==> src/rtl/uart_tx_pkg.sv <==
// Purpose : shared UART transmit types, state encoding and line-mux select codes.
// Latency : n/a (declarations only).
// Backpr. : n/a (declarations only).
package uart_tx_pkg;

    // Transmit frame sequencer states.
    typedef enum logic [2:0] {
        ST_IDLE   = 3'd0,
        ST_START  = 3'd1,
        ST_DATA   = 3'd2,
        ST_PARITY = 3'd3,
        ST_STOP   = 3'd4
    } tx_state_t;

    // Line-mux select codes. The external line mux uses the same constants.
    localparam logic [1:0] MUX_START  = 2'b00;  // drive 0
    localparam logic [1:0] MUX_IDLE   = 2'b01;  // drive 1 (idle and stop bit)
    localparam logic [1:0] MUX_DATA   = 2'b10;  // drive ser_data
    localparam logic [1:0] MUX_PARITY = 2'b11;  // drive par_bit

    // Line-mux select that belongs to a given sequencer state.
    function automatic logic [1:0] state_mux_sel(input tx_state_t st);
        logic [1:0] sel;
        case (st)
            ST_START:  sel = MUX_START;
            ST_DATA:   sel = MUX_DATA;
            ST_PARITY: sel = MUX_PARITY;
            default:   sel = MUX_IDLE;
        endcase
        return sel;
    endfunction

    // Bit-index width; a 1-bit character still needs a 1-bit counter.
    function automatic int cnt_width(input int data_width);
        return (data_width > 1) ? $clog2(data_width) : 1;
    endfunction

endpackage

==> src/rtl/uart_parity_calc.sv <==
// Purpose : parity of a latched character; even (par_typ=0) or odd (par_typ=1).
// Latency : combinational; the caller registers the result.
// Backpr. : none.
//
// Ports:
//   data     in  DATA_WIDTH  latched character
//   par_typ  in  1           0 = even, 1 = odd
//   par_bit  out 1           XOR of all data bits XOR par_typ
module uart_parity_calc #(
    parameter int DATA_WIDTH = 8
) (
    input  logic [DATA_WIDTH-1:0] data,
    input  logic                  par_typ,
    output logic                  par_bit
);

    assign par_bit = (^data) ^ par_typ;

endmodule

==> src/rtl/uart_tx_ctrl.sv <==
// Purpose : UART transmit frame sequencer driving a 4-way line mux (start/data/parity/stop).
// Latency : START shows on the outputs one cycle after data_valid is sampled in IDLE.
// Backpr. : data_valid is honoured only while busy=0; requests during a frame are dropped.
//
// Ports:
//   clk         in   1           one serial bit period per cycle
//   rst         in   1           synchronous, active-high
//   p_data      in   DATA_WIDTH  character to send
//   data_valid  in   1           send request
//   par_en      in   1           1 = append parity bit
//   par_typ     in   1           0 = even, 1 = odd parity
//   mux_sel     out  2           line-mux select (codes in uart_tx_pkg)
//   ser_data    out  1           current data bit, LSB first
//   par_bit     out  1           parity bit
//   busy        out  1           high from start bit through stop bit
module uart_tx_ctrl
    import uart_tx_pkg::*;
#(
    parameter int DATA_WIDTH = 8
) (
    input  logic                  clk,
    input  logic                  rst,
    input  logic [DATA_WIDTH-1:0] p_data,
    input  logic                  data_valid,
    input  logic                  par_en,
    input  logic                  par_typ,
    output logic [1:0]            mux_sel,
    output logic                  ser_data,
    output logic                  par_bit,
    output logic                  busy
);

    localparam int               CNT_W    = cnt_width(DATA_WIDTH);
    localparam logic [CNT_W-1:0] LAST_BIT = CNT_W'(DATA_WIDTH - 1);

    tx_state_t             state_q;
    tx_state_t             state_nxt;
    logic [CNT_W-1:0]      bit_cnt_q;
    logic [CNT_W-1:0]      bit_cnt_nxt;
    logic [DATA_WIDTH-1:0] data_q;
    logic                  par_en_q;
    logic                  par_typ_q;
    logic                  accept;
    logic                  par_calc;

    logic [1:0]            mux_sel_nxt;
    logic                  busy_nxt;
    logic                  ser_data_nxt;
    logic                  par_bit_nxt;

    // A request is taken only from IDLE; the frame settings are frozen here so
    // later input changes cannot disturb the frame in flight.
    assign accept = (state_q == ST_IDLE) && data_valid;

    uart_parity_calc #(
        .DATA_WIDTH (DATA_WIDTH)
    ) u_parity (
        .data    (data_q),
        .par_typ (par_typ_q),
        .par_bit (par_calc)
    );

    // State register together with the output and datapath flops. Outputs are
    // loaded from next-state decode so every port comes straight off a flop
    // while still lining up with the state it describes.
    always_ff @(posedge clk) begin
        if (rst) begin
            state_q   <= ST_IDLE;
            bit_cnt_q <= '0;
            data_q    <= '0;
            par_en_q  <= 1'b0;
            par_typ_q <= 1'b0;
            mux_sel   <= MUX_IDLE;
            busy      <= 1'b0;
            ser_data  <= 1'b0;
            par_bit   <= 1'b0;
        end else begin
            state_q   <= state_nxt;
            bit_cnt_q <= bit_cnt_nxt;
            mux_sel   <= mux_sel_nxt;
            busy      <= busy_nxt;
            ser_data  <= ser_data_nxt;
            par_bit   <= par_bit_nxt;
            if (accept) begin
                data_q    <= p_data;
                par_en_q  <= par_en;
                par_typ_q <= par_typ;
            end
        end
    end

    // Next-state logic.
    always_comb begin
        state_nxt = state_q;
        case (state_q)
            ST_IDLE: begin
                if (data_valid) begin
                    state_nxt = ST_START;
                end
            end
            ST_START: begin
                state_nxt = ST_DATA;
            end
            ST_DATA: begin
                if (bit_cnt_q == LAST_BIT) begin
                    state_nxt = par_en_q ? ST_PARITY : ST_STOP;
                end
            end
            ST_PARITY: begin
                state_nxt = ST_STOP;
            end
            ST_STOP: begin
                state_nxt = ST_IDLE;
            end
            default: begin
                state_nxt = ST_IDLE;
            end
        endcase
    end

    // Output / datapath next values, decoded from the state being entered.
    // ser_data and par_bit hold whenever their field is not being entered.
    always_comb begin
        mux_sel_nxt  = state_mux_sel(state_nxt);
        busy_nxt     = (state_nxt != ST_IDLE);
        bit_cnt_nxt  = bit_cnt_q;
        ser_data_nxt = ser_data;
        par_bit_nxt  = par_bit;
        case (state_nxt)
            ST_DATA: begin
                // Restart the index on entry from START, otherwise advance.
                bit_cnt_nxt  = (state_q == ST_DATA) ? bit_cnt_q + 1'b1 : '0;
                ser_data_nxt = data_q[bit_cnt_nxt];
            end
            ST_PARITY: begin
                par_bit_nxt = par_calc;
            end
            default: begin
            end
        endcase
    end

endmodule

==> config.mk <==
export PLATFORM = sky130hd
export DESIGN_NAME = uart_tx_ctrl
export DESIGN_NICKNAME = d
export VERILOG_FILES = /design/src/rtl/uart_tx_pkg.sv /design/src/rtl/uart_parity_calc.sv /design/src/rtl/uart_tx_ctrl.sv
export SDC_FILE = /design/constraint.sdc
export NUM_CORES = 1
export LEC_CHECK = 0
export ABC_CLOCK_PERIOD_IN_PS = 2300
export CORE_MARGIN = 4
export CORE_UTILIZATION = 30
export CTS_BUF_LIST = sky130_fd_sc_hd__clkbuf_8
export CTS_CLUSTER_SIZE = 12
export DETAILED_ROUTE_END_ITERATION = 8
export GPL_ROUTABILITY_DRIVEN = 0
export GPL_TIMING_DRIVEN = 0
export PLACE_DENSITY_LB_ADDON = 0.05
export SLEW_MARGIN = 40
export SYNTH_ARGS = -nofsm -noshare
export SYNTH_HDL_FRONTEND = slang
export SYNTH_SLANG_ARGS = --single-unit
==> constraint.sdc <==
create_clock -name clk -period 2.3 [get_ports clk]
set_input_delay 0.69 -clock clk [delete_from_list [all_inputs] [get_ports clk]]
set_output_delay 0.69 -clock clk [all_outputs]
set_load 0.01 [all_outputs]
==> impl_results.md <==
- Status: complete, no violations
- # setup viols final: 0
- Core area: 3103 um2
- Worst Setup End Kind: flop
- Largest net degree at the start of global routing: 12
- H-tree Lvls: 1
- Root buf cell: clkbuf_8
- CP max stage delay: roughly 500 ps
- DRC Markers: 0
- Die Footprint: roughly 4300 um2
- Worst-Skew Late Latency: 260 ps
- Count of state elements after synthesis: 21
- EDFF count, synth: 0
- F_max: roughly 520 MHz
- Share of cells above drive strength 1: 0.09231
- Post-cts hold buffer count: 0
- All-layer global routing usage: 0.1092
- Setup Total Neg Slack: 0 ps
- Wirelength per Cell: around 12 um
- Yosys cell types: 36
- Antenna violations before repair: 0
- PD cells: 613.9 nW/um2
- Critical path cell sequence: clkdlybuf4s50_1 -> clkbuf_1 -> clkbuf_1 -> nor2_1
- DR iter-0 viols: 22
- Skew final: 4.080 ps
- Via count: 785
- YS warnings: 0
- Slew Limit Headroom: 0.6332
- Worst EP arrival: around 2100 ps
- Die Span Y: 65.62 um
- Via density per instance: 4.511
- Global route overflow: 0
- Post-Syn Area per Cell: 9.137 um2
- Worst-path maximum fanout: 10
- # nets final: 146
- Post-CTS Setup Bufs: 0
- Hold Fails Final Rpt: 0
- Vias in the first global route: 826
- Total power: 0.7827 mW
- Peak VDD IR: 0.0002172 V
- Most common cell type on the critical path: clkbuf_1
- Synth Area in Simple Gates: 0.2588
- Post-CTS sizing: 0
- Max-slew violation count: 0
- Post-synthesis mux area share: 0.04271
- Period utilization: 0.8315
- Mapped Cells: 109
- Lkg Pwr: 0.4745 nW
- Initial core utilization: 0.3210
- Clock slew at reported path FFs: 70 ps
- Port-buffer cells: 17
- Post-detail-place hpwl: 1521 um
- Post-Syn Nets: 124
- Critical Path Source Type: primary input
- Worst-margin pin slew: 547.9 ps
- Clock Sinks: 21
- Ys flop type: dfxtp_1
- Synthesized area: 996.0 um2
- Fill count: 344
- CP Class: primary input to flop
- Clock Tree Buf Depth: 2
- Ys async rst share: 0
- CTS Buf Count: 3
- Largest family of logic cells by synthesized area: simple AND/OR/NAND/NOR gates
- Hold WS: between 400 and 500 ps
- CP max-delay cell: clkdlybuf4s50_1
- Die width: approximately 66 um
- Post-synthesis sequential area ratio: 0.4221
- Routed Antenna Nets: 0
- RSZ-0062 raised after global routing: no
- CP required: 2430 ps
- Compound-Gate Fraction of Synth Area: 0.1482
- I/O pins: 18
- Tmin final: 1913 ps
- MaxCap Viol Count: 0
- DRT Wirelength: 2004 um
- Worst Hold Class: flop to flop
- First-pass GRT wire length: 3560 um
- Antenna diodes: 0
- CTS tree: done
- Adder-cell share of the synthesized area: 0.02513
- XOR/XNOR share of the synthesized area: 0.07161
- R2R Setup Slk: about 460 ps
- Post-layout util: 0.4109
- Initial DRT Pass Iterations: 4
- # rows: 20
- Synth-to-Final Area Change: 28.01%
power breakdown:
| group | switching, mW | total, mW | internal [mW] |
|---|---|---|---|
| Sequential | 0.0177 | 0.403 | 0.386 |
| Combinational | 0.0627 | 0.148 | 0.0850 |
| Clock | 0.113 | 0.232 | 0.119 |
| Total | 0.193 | 0.783 | 0.589 |
Yosys cell counts (2+ instances only):
library cell / instances / area, um2
xnor2_1: 2 / 17.52
ha_1: 2 / 25.02
inv_1: 2 / 7.510
nand2_1: 25 / 93.84
a21oi_1: 15 / 75.07
clkbuf_1: 2 / 7.510
xnor3_1: 2 / 45.04
nand3b_1: 3 / 22.52
or2_1: 2 / 12.51
dfxtp_1: 21 / 420.4
o21a_1: 2 / 15.01
nor3_1: 2 / 10.01
o21ai_0: 2 / 10.01
nor2_1: 4 / 15.01
mux2i_1: 2 / 20.02
final cells by class:
cell class,count,area (um2),share of cell area
multi-input cells,82,553.0,0.4338
flip-flops and latches,21,420.4,0.3297
repair buffers,17,170.2,0.1335
well taps,44,55.05,0.04318
clock buffers,3,41.29,0.03238
plain buffers,4,23.77,0.01865
inverters,2,7.507,0.005888
clock inverters,1,3.754,0.002944
cell families after synthesis:
logic type / Yosys count
AOI/OAI and AO/OA: 25
xor gates and xnor gates: 5
adders and majority gates: 2
buffers and inverters: 6
DFF: 21
muxes: 3
and+or+nand+nor: 47
sequential cells by signal, indices dropped and copies added (netlist names):
register	count
bit_cnt_q	3
busy	1
data_q	8
mux_sel	2
par_bit	1
par_en_q	1
par_typ_q	1
ser_data	1
state_q	3
metrics by stage:
stage          cell area [um2]  std cells  setup WS [ps]
4_1_cts                   1275        174          335.5
6_report                  1275        174          387.4
2_1_floorplan            996.0        109          661.1
3_3_place_gp              1221        170          33.82
5_1_grt                   1275        174          199.7
3_5_place_dp              1230        170          57.04
worst paths after layout:
| path | startpoint | endpoint | depth (start not counted) |
|---|---|---|---|
| setup reg to reg | bit_cnt_q[0] | par_bit | 6 |
| hold / removal | bit_cnt_q[1] | bit_cnt_q[1] | 2 |
| hold reg to reg | bit_cnt_q[1] | bit_cnt_q[1] | 2 |
| setup / recovery | rst | bit_cnt_q[0] | 4 |
worst max-delay path: cells and delay by family:
kind | cells | cell delay, ps
buffers and inverters | 3 | 1270
and+or+nand+nor | 1 | 90
routing by layer:
layer | part of all wire | wire, um | GRT usage
met2 | 0.47 | 946 | 0.1802
met4 | 0.017 | 35 | 0.06218
met1 | 0.47 | 951 | 0.1304
met3 | 0.035 | 71 | 0.02222
met5 | 0 | 0 | 0
placed cells by master, fill, tap and decap left out, drive strengths merged, types with 2 or more instances in the layout:
master	instances
a21oi	15
buf	2
clkbuf	5
clkdlybuf4s50	17
dfxtp	21
ha	2
inv	3
mux2i	2
nand2	25
nand3b	3
nor2	4
nor3	2
nor3b	2
o21a	2
o21ai	2
or2	3
xnor2	2
xnor3	2
(Power assumes the default switching activity.)
